===== src/rtl/ul_cfg_arb.sv =====
`default_nettype none
// ============================================================================
// Module   : ul_cfg_arb
// Purpose  : Round-robin arbiter sharing one config generator among NUM_REQ
//            requesters, with response timeout, abort and inter-issue gap.
// Revision : 1.0 - initial release
// ============================================================================
module ul_cfg_arb #(
    parameter int NUM_REQ = 4,
    parameter int TIMEOUT = 1023,
    parameter int GAP     = 4
) (
    input  logic                  clk,
    input  logic                  rst,
    input  logic                  syn_rst,
    input  logic [NUM_REQ-1:0]    req,
    input  logic [NUM_REQ*32-1:0] addr,
    output logic [NUM_REQ-1:0]    gnt,
    output logic [NUM_REQ-1:0]    done,
    output logic [NUM_REQ-1:0]    err,
    output logic                  ul_req,
    output logic [31:0]           ul_addr,
    input  logic                  ul_valid,
    output logic                  cfg_syn_rst,
    output logic                  busy
);

    localparam int          LW           = (NUM_REQ > 1) ? $clog2(NUM_REQ) : 1;
    localparam logic [31:0] c_reset_addr = 32'hDEAD_BEEF;
    localparam logic [11:0] c_timeout    = 12'(TIMEOUT);
    localparam logic [3:0]  c_gap_last   = 4'(GAP - 1);

    typedef enum logic [5:0] {
        S_IDLE  = 6'b000001,
        S_ISSUE = 6'b000010,
        S_WAIT  = 6'b000100,
        S_RESP  = 6'b001000,
        S_ABORT = 6'b010000,
        S_GAP   = 6'b100000
    } state_t;

    state_t               state_q,       state_d;
    logic [NUM_REQ-1:0]   gnt_q,         gnt_d;
    logic [31:0]          ul_addr_q,     ul_addr_d;
    logic [11:0]          wait_cnt_q,    wait_cnt_d;
    logic [3:0]           gap_cnt_q,     gap_cnt_d;
    logic [LW-1:0]        last_winner_q, last_winner_d;

    logic                 w_found;
    logic [LW-1:0]        w_idx;
    logic [LW-1:0]        w_win;
    logic [NUM_REQ-1:0]   w_win_oh;
    logic [31:0]          w_win_addr;

    // Search starts one past the previous winner so every requester gets a turn.
    always_comb begin
        w_found = 1'b0;
        w_win   = '0;
        w_idx   = '0;
        for (int k = 1; k <= NUM_REQ; k++) begin
            w_idx = LW'((int'(last_winner_q) + k) % NUM_REQ);
            if (!w_found && req[w_idx]) begin
                w_found = 1'b1;
                w_win   = w_idx;
            end
        end
    end

    always_comb begin
        w_win_oh   = '0;
        w_win_addr = '0;
        for (int i = 0; i < NUM_REQ; i++) begin
            if (w_win == LW'(i)) begin
                w_win_oh[i] = 1'b1;
                w_win_addr  = addr[32*i +: 32];
            end
        end
    end

    always_comb begin
        state_d       = state_q;
        gnt_d         = gnt_q;
        ul_addr_d     = ul_addr_q;
        wait_cnt_d    = wait_cnt_q;
        gap_cnt_d     = gap_cnt_q;
        last_winner_d = last_winner_q;
        unique case (state_q)
            S_IDLE: begin
                if (w_found) begin
                    state_d       = S_ISSUE;
                    gnt_d         = w_win_oh;
                    ul_addr_d     = w_win_addr;
                    last_winner_d = w_win;
                end
            end
            S_ISSUE: begin
                state_d    = S_WAIT;
                wait_cnt_d = '0;
            end
            S_WAIT: begin
                if (wait_cnt_q != c_timeout) begin
                    wait_cnt_d = wait_cnt_q + 12'd1;
                end
                // A response arriving on the timeout cycle still counts as success.
                if (ul_valid) begin
                    state_d = S_RESP;
                end else if (wait_cnt_q == c_timeout) begin
                    state_d = S_ABORT;
                end
            end
            S_RESP, S_ABORT: begin
                state_d   = S_GAP;
                gnt_d     = '0;
                gap_cnt_d = '0;
            end
            S_GAP: begin
                if (gap_cnt_q == c_gap_last) begin
                    state_d = S_IDLE;
                end else begin
                    gap_cnt_d = gap_cnt_q + 4'd1;
                end
            end
            default: begin
                state_d = S_IDLE;
                gnt_d   = '0;
            end
        endcase
    end

    always_ff @(posedge clk) begin
        if (rst || syn_rst) begin
            state_q       <= S_IDLE;
            gnt_q         <= '0;
            ul_addr_q     <= c_reset_addr;
            wait_cnt_q    <= '0;
            gap_cnt_q     <= '0;
            last_winner_q <= LW'(NUM_REQ - 1);
        end else begin
            state_q       <= state_d;
            gnt_q         <= gnt_d;
            ul_addr_q     <= ul_addr_d;
            wait_cnt_q    <= wait_cnt_d;
            gap_cnt_q     <= gap_cnt_d;
            last_winner_q <= last_winner_d;
        end
    end

    assign gnt         = gnt_q;
    assign done        = (state_q == S_RESP)  ? gnt_q : '0;
    assign err         = (state_q == S_ABORT) ? gnt_q : '0;
    assign ul_req      = (state_q == S_ISSUE);
    assign ul_addr     = ul_addr_q;
    assign busy        = (state_q != S_IDLE);
    // Soft reset is forwarded to the generator at once; hard reset suppresses it.
    assign cfg_syn_rst = ~rst & (syn_rst | (state_q == S_ABORT));

endmodule
`default_nettype wire


===== config.mk =====
export PLATFORM = sky130hd
export DESIGN_NAME = ul_cfg_arb
export DESIGN_NICKNAME = d
export VERILOG_FILES = /design/src/rtl/ul_cfg_arb.sv
export SDC_FILE = /design/constraint.sdc
export NUM_CORES = 1
export LEC_CHECK = 0
export CAP_MARGIN = 40
export CORE_MARGIN = 10
export CORE_UTILIZATION = 43
export CTS_CLUSTER_DIAMETER = 100
export DETAILED_ROUTE_END_ITERATION = 10
export GPL_TIMING_DRIVEN = 0
export PLACE_DENSITY = 0.87
export SYNTH_ARGS = -nofsm -noshare
export SYNTH_HDL_FRONTEND = slang
export SYNTH_SLANG_ARGS = --single-unit

===== constraint.sdc =====
create_clock -name clk -period 5.1 [get_ports clk]
set_input_delay 1.02 -clock clk [delete_from_list [all_inputs] [get_ports clk]]
set_output_delay 1.02 -clock clk [all_outputs]
set_load 0.03 [all_outputs]

Yosys cells after proc, flatten, opt, wreduce, memory -nomap -nowiden
Cells that the tools add are included.
- register bits: 60
- input bits: 136
- output and inout bits: 47
- logic and storage cells: 92
- add/subtract/negate cells: 6
- magnitude comparators: 4
- equality and inequality tests: 18
- mux-type cells: 37
- bitwise operators: 4
- reductions and logical operators: 17
- operators with widths (operator ; count):
    $mux W32 ; 4
    $pmux W6 S5 ; 1
    $mux W6 ; 4
    $pmux W12 S2 ; 1
    $mux W4 ; 4
    $pmux W4 S2 ; 2
    $add A12 B1 Y12 const B ; 1
    $eq A12 B10 Y1 const B ; 1
    $lt A2 B3 Y1 const B ; 4
    $mux W1 ; 12
    $mux W12 ; 1
    $ne A12 B10 Y1 const B ; 1
    $bmux W1 S2 ; 4
    $mux W2 ; 4
    $ne A2 B2 Y1 const B ; 4
    $reduce_and A2 Y1 ; 4
    $eq A6 B1 Y1 const B ; 1
    $eq A6 B2 Y1 const B ; 1
    $eq A6 B3 Y1 const B ; 1
    $eq A6 B4 Y1 const B ; 1
    $eq A6 B5 Y1 const B ; 1
    $eq A6 B6 Y1 const B ; 1
    $ne A6 B1 Y1 const B ; 1
    $add A2 B1 Y2 const B ; 2
    17 further kinds ; 25

Longest topological paths before layout
- depth after elaboration: 18
- mapped depth: 9
- gate-level depth less buffers: 6

Least setup slack after synthesis
Ideal clock, no wire load.
- path type: register to output
- from: register state_q[1]
- to: output cfg_syn_rst
- arrival: 1747 ps
- data required time: 4080 ps
- setup slack: 2333 ps
- stages on the path, launching flop included: 6
- buffers on the path: 1
- cells stage by stage: dfxtp_1 -> buf_4 -> or3_1 -> nor4b_1 -> nor2_1 -> nor2_1
- longest elaborated chain between the ends: 3
- ends and longest elaborated chain (element ; RTL line ; RTL):
    start, declared ; 42 ; state_t state_q, state_d;
    start signal, assigned ; 139 ; state_q <= state_d;
    $eq A6 B5 Y1 ; 155 ; assign cfg_syn_rst = ~rst & (syn_rst | (state_q == S_ABORT));
    $or A1 B1 Y1 ; 155 ;
    $and A1 B1 Y1 ; 155 ;
    end, declared ; 24 ; output logic cfg_syn_rst,
Every way passes these cells.

Final worst setup path
- from: register state_q[2]
- to: output err[0]
- longest elaborated chain between the ends: 2
- ends and longest elaborated chain (element ; RTL line ; RTL):
    $eq A6 B5 Y1 ; 150 ; assign err = (state_q == S_ABORT) ? gnt_q : '0;
    $mux W4 ; 150 ;
    end, declared ; 20 ; output logic [NUM_REQ-1:0] err,
Every way passes these cells.

==> reports/metrics.csv <==
metric;value;unit
status;finished, final reports clean;
worstHoldStart;ul_addr[8];
cts_resized;0;
p_int;0.000974;W
drc_errors;0;
drive_above_1_share;16.5;%
seq_power_share;37.4;%
start_util;44.5;%
grt_max_degree;11;
rsz0062_at_grt;false;
start_kind;register;
finalCriticalPeriod;3.83;ns
cts_setup_buffers;0;
synth_area_leaders;dfxtp_1, mux4_2, a21bo_2;
cts.sinks;60;
post_synth_instance_area;3450;µm²
cts_hold_buf;0;
hp-class;reg2reg;
yosysWarnings;0;
die_width;110;µm
grt_busiest_layer;met2;
seq_area;1200;µm²
fin_util;72.2;%
die_y;110;µm
cts_tree;built;
arrival;2.81;ns
fillers;581;
power_density;242;nW/µm²
worstPathRequired;4.08;ns
rows;32;
io_buffers;182;
ys_types;53;
finalSetupViolCount;0;
synth_area_leader_cell;dfxtp_1;
worstMarginPinSlew;0.853;ns
synth_seq_cells;60;
worstPathMaxFanout;8;
avgSynthCellArea;10.2;µm²
period_share;75.1;%
ios;183;
path_class;reg2out;
syn-num-nets;478;
fmaxAchievable;261;MHz
yosys_most_used_dff;dfxtp_1;
met3_usage;12.2;%
clk_pin_slew;0.06;ns
synthArstFlopShare;0;%
wirelength;12100;µm
combinationalPowerShare;30.3;%
use_met1;17.9;%
whs_endpoint;ul_addr[8];
multi_input_area;2090;µm²
clkLatencyLatePin;0.35;ns
fin_cells;640;
grt_pass1_vias;3756;
synth_cells;340;
drtPass1Iterations;4;
ant_nets;0;
gp_congestion;0.774;
antenna_found_initial;0;
p_leak;2.04;nW
grtUsageMet2;37.4;%
numCtsBuffers;9;
pwr-share-clk;32.3;%
coreArea;7770;µm²
critPathCaptureType;primary output;
via_per_inst;5.43;
grt_overflow;0;
cts_buffer_depth;2;
first_iter_violations;136;
finalHoldViolations;0;
area_growth;62.3;%
clock_skew;0.00684;ns
power.switching;0.000382;W
n_antenna_cell;0;
ir_drop;125;µV
report.final.slew_viol_count;0;
ys_seq_area_share;34.8;%
rrSetupSlack;2.78;ns
via_count;3476;
reg2reg_depth;7;
timing.max_cap.violations;0;
power_switching_share;28.2;%
finalSetupTns;0;ns
dpl.hpwl;10200;µm
worstHoldPathCells;2;
wl_per_cell;18.9;µm
grt_pass1_wl;18700;µm
synth_top_area_share;34.8;%
nets;671;
grt_usage;20.1;%
rr_endpoint;ul_addr[28];
synth_edf_count;0;
r2r-start;last_winner_q[1];
dp.cells;624;
slew_headroom;42.6;%
root_buffer;clkbuf_8;
die_area;12000;µm²
ctsHtreeMaxLevel;3;
==> power groups by stage <==
stage	logic, W	clock network, W	registers, W
after global routing	0.000439	0.000466	0.000509
final	0.000411	0.000438	0.000507
after detailed placement	0.000412	0	0.000517
after CTS	0.000414	0.000445	0.000506
after global placement	0.000404	0	0.000515
after floorplan	0.000176	0	0.000557
==> stage by stage <==
stage               instance area, µm²  hold WS [ns]  total power (W)  worst slack (ns)
floorplan                         3450         0.460         0.000733              2.33
global placement                  5400         0.466         0.000920              1.59
detailed placement                5400         0.477         0.000928              1.60
CTS                               5610         0.495          0.00137              1.20
global route                      5610         0.518          0.00141              1.03
finish                            5610         0.487          0.00136              1.27
==> sequential cells by signal, summed over array words and instances, names as in the netlist <==
name,cells
gnt,4
ul_addr,32
state_q,6
gap_cnt_q,4
last_winner_q,2
wait_cnt_q,12
==> Yosys cell counts, types with 8 or more instances <==
master	count
dfxtp_1	60
nor2_1	27
mux2i_1	18
a21oi_1	33
nand3_1	18
o221ai_1	8
and2_1	10
clkbuf_1	9
mux4_2	24
a21bo_2	24
nand2_1	10
==> metal layers <==
layer	part of all wire (%)	vias to the layer above	routed length (µm)
li1	-	1662	-
met1	32	1667	3860
met2	55	131	6650
met3	12	16	1410
met4	1.5	0	184
met5	0	-	0
==> cell type report <==
class	instances	area share, %
inverters	5	0.335
clock inverters	4	0.848
repair buffers	182	32.5
clock buffers	12	2.77
flip-flops and latches	60	21.4
plain buffers	27	2.59
multi-input cells	248	37.3
well taps	102	2.28
==> worst max-delay path by stage <==
stage | start | endpoint | slack (ns) | depth (start not counted)
6_report | state_q[2] | err[0] | 1.27 | 5
5_1_grt | state_q[2] | cfg_syn_rst | 1.03 | 6
4_1_cts | state_q[2] | err[0] | 1.20 | 5
3_5_place_dp | state_q[2] | err[3] | 1.60 | 5
3_3_place_gp | state_q[1] | err[3] | 1.59 | 5
2_1_floorplan | state_q[1] | cfg_syn_rst | 2.33 | 5
==> critical path, stage by stage, from the launching register on <==
cell and delay (ns):
dfxtp_1 0.30, clkbuf_2 0.17, or3_1 0.40, nor4b_1 0.69
and2_1 0.22, clkdlybuf4s50_1 0.69
==> cell usage in the layout, fill, tap and decap left out, drive strengths merged, types with 3 or more instances in the layout <==
cell / count
a211oi: 3
mux4: 24
a21oi: 33
clkdlybuf4s50: 183
nor3b: 4
clkbuf: 22
nand2b: 4
a21bo: 24
and3: 6
nand3: 18
xnor2: 7
nand2: 12
nor2: 27
and2: 11
o221ai: 8
o21ai: 4
nand4: 6
dfxtp: 60
mux2i: 18
or3: 4
xor2: 7
nor3: 5
buf: 16
inv: 5
==> cells by family after synthesis <==
group / Yosys count / share of synthesized area [%]
multiplexers: 42 / 20.9
AO/OA/AOI/OAI: 82 / 18.0
buffers and inverters: 32 / 4.74
XOR/XNOR: 14 / 3.55
adder cells (fa/ha/maj): 2 / 0.724
AND/OR/NAND/NOR: 108 / 17.3
flip-flops: 60 / 34.8
(Power assumes the default switching activity.)
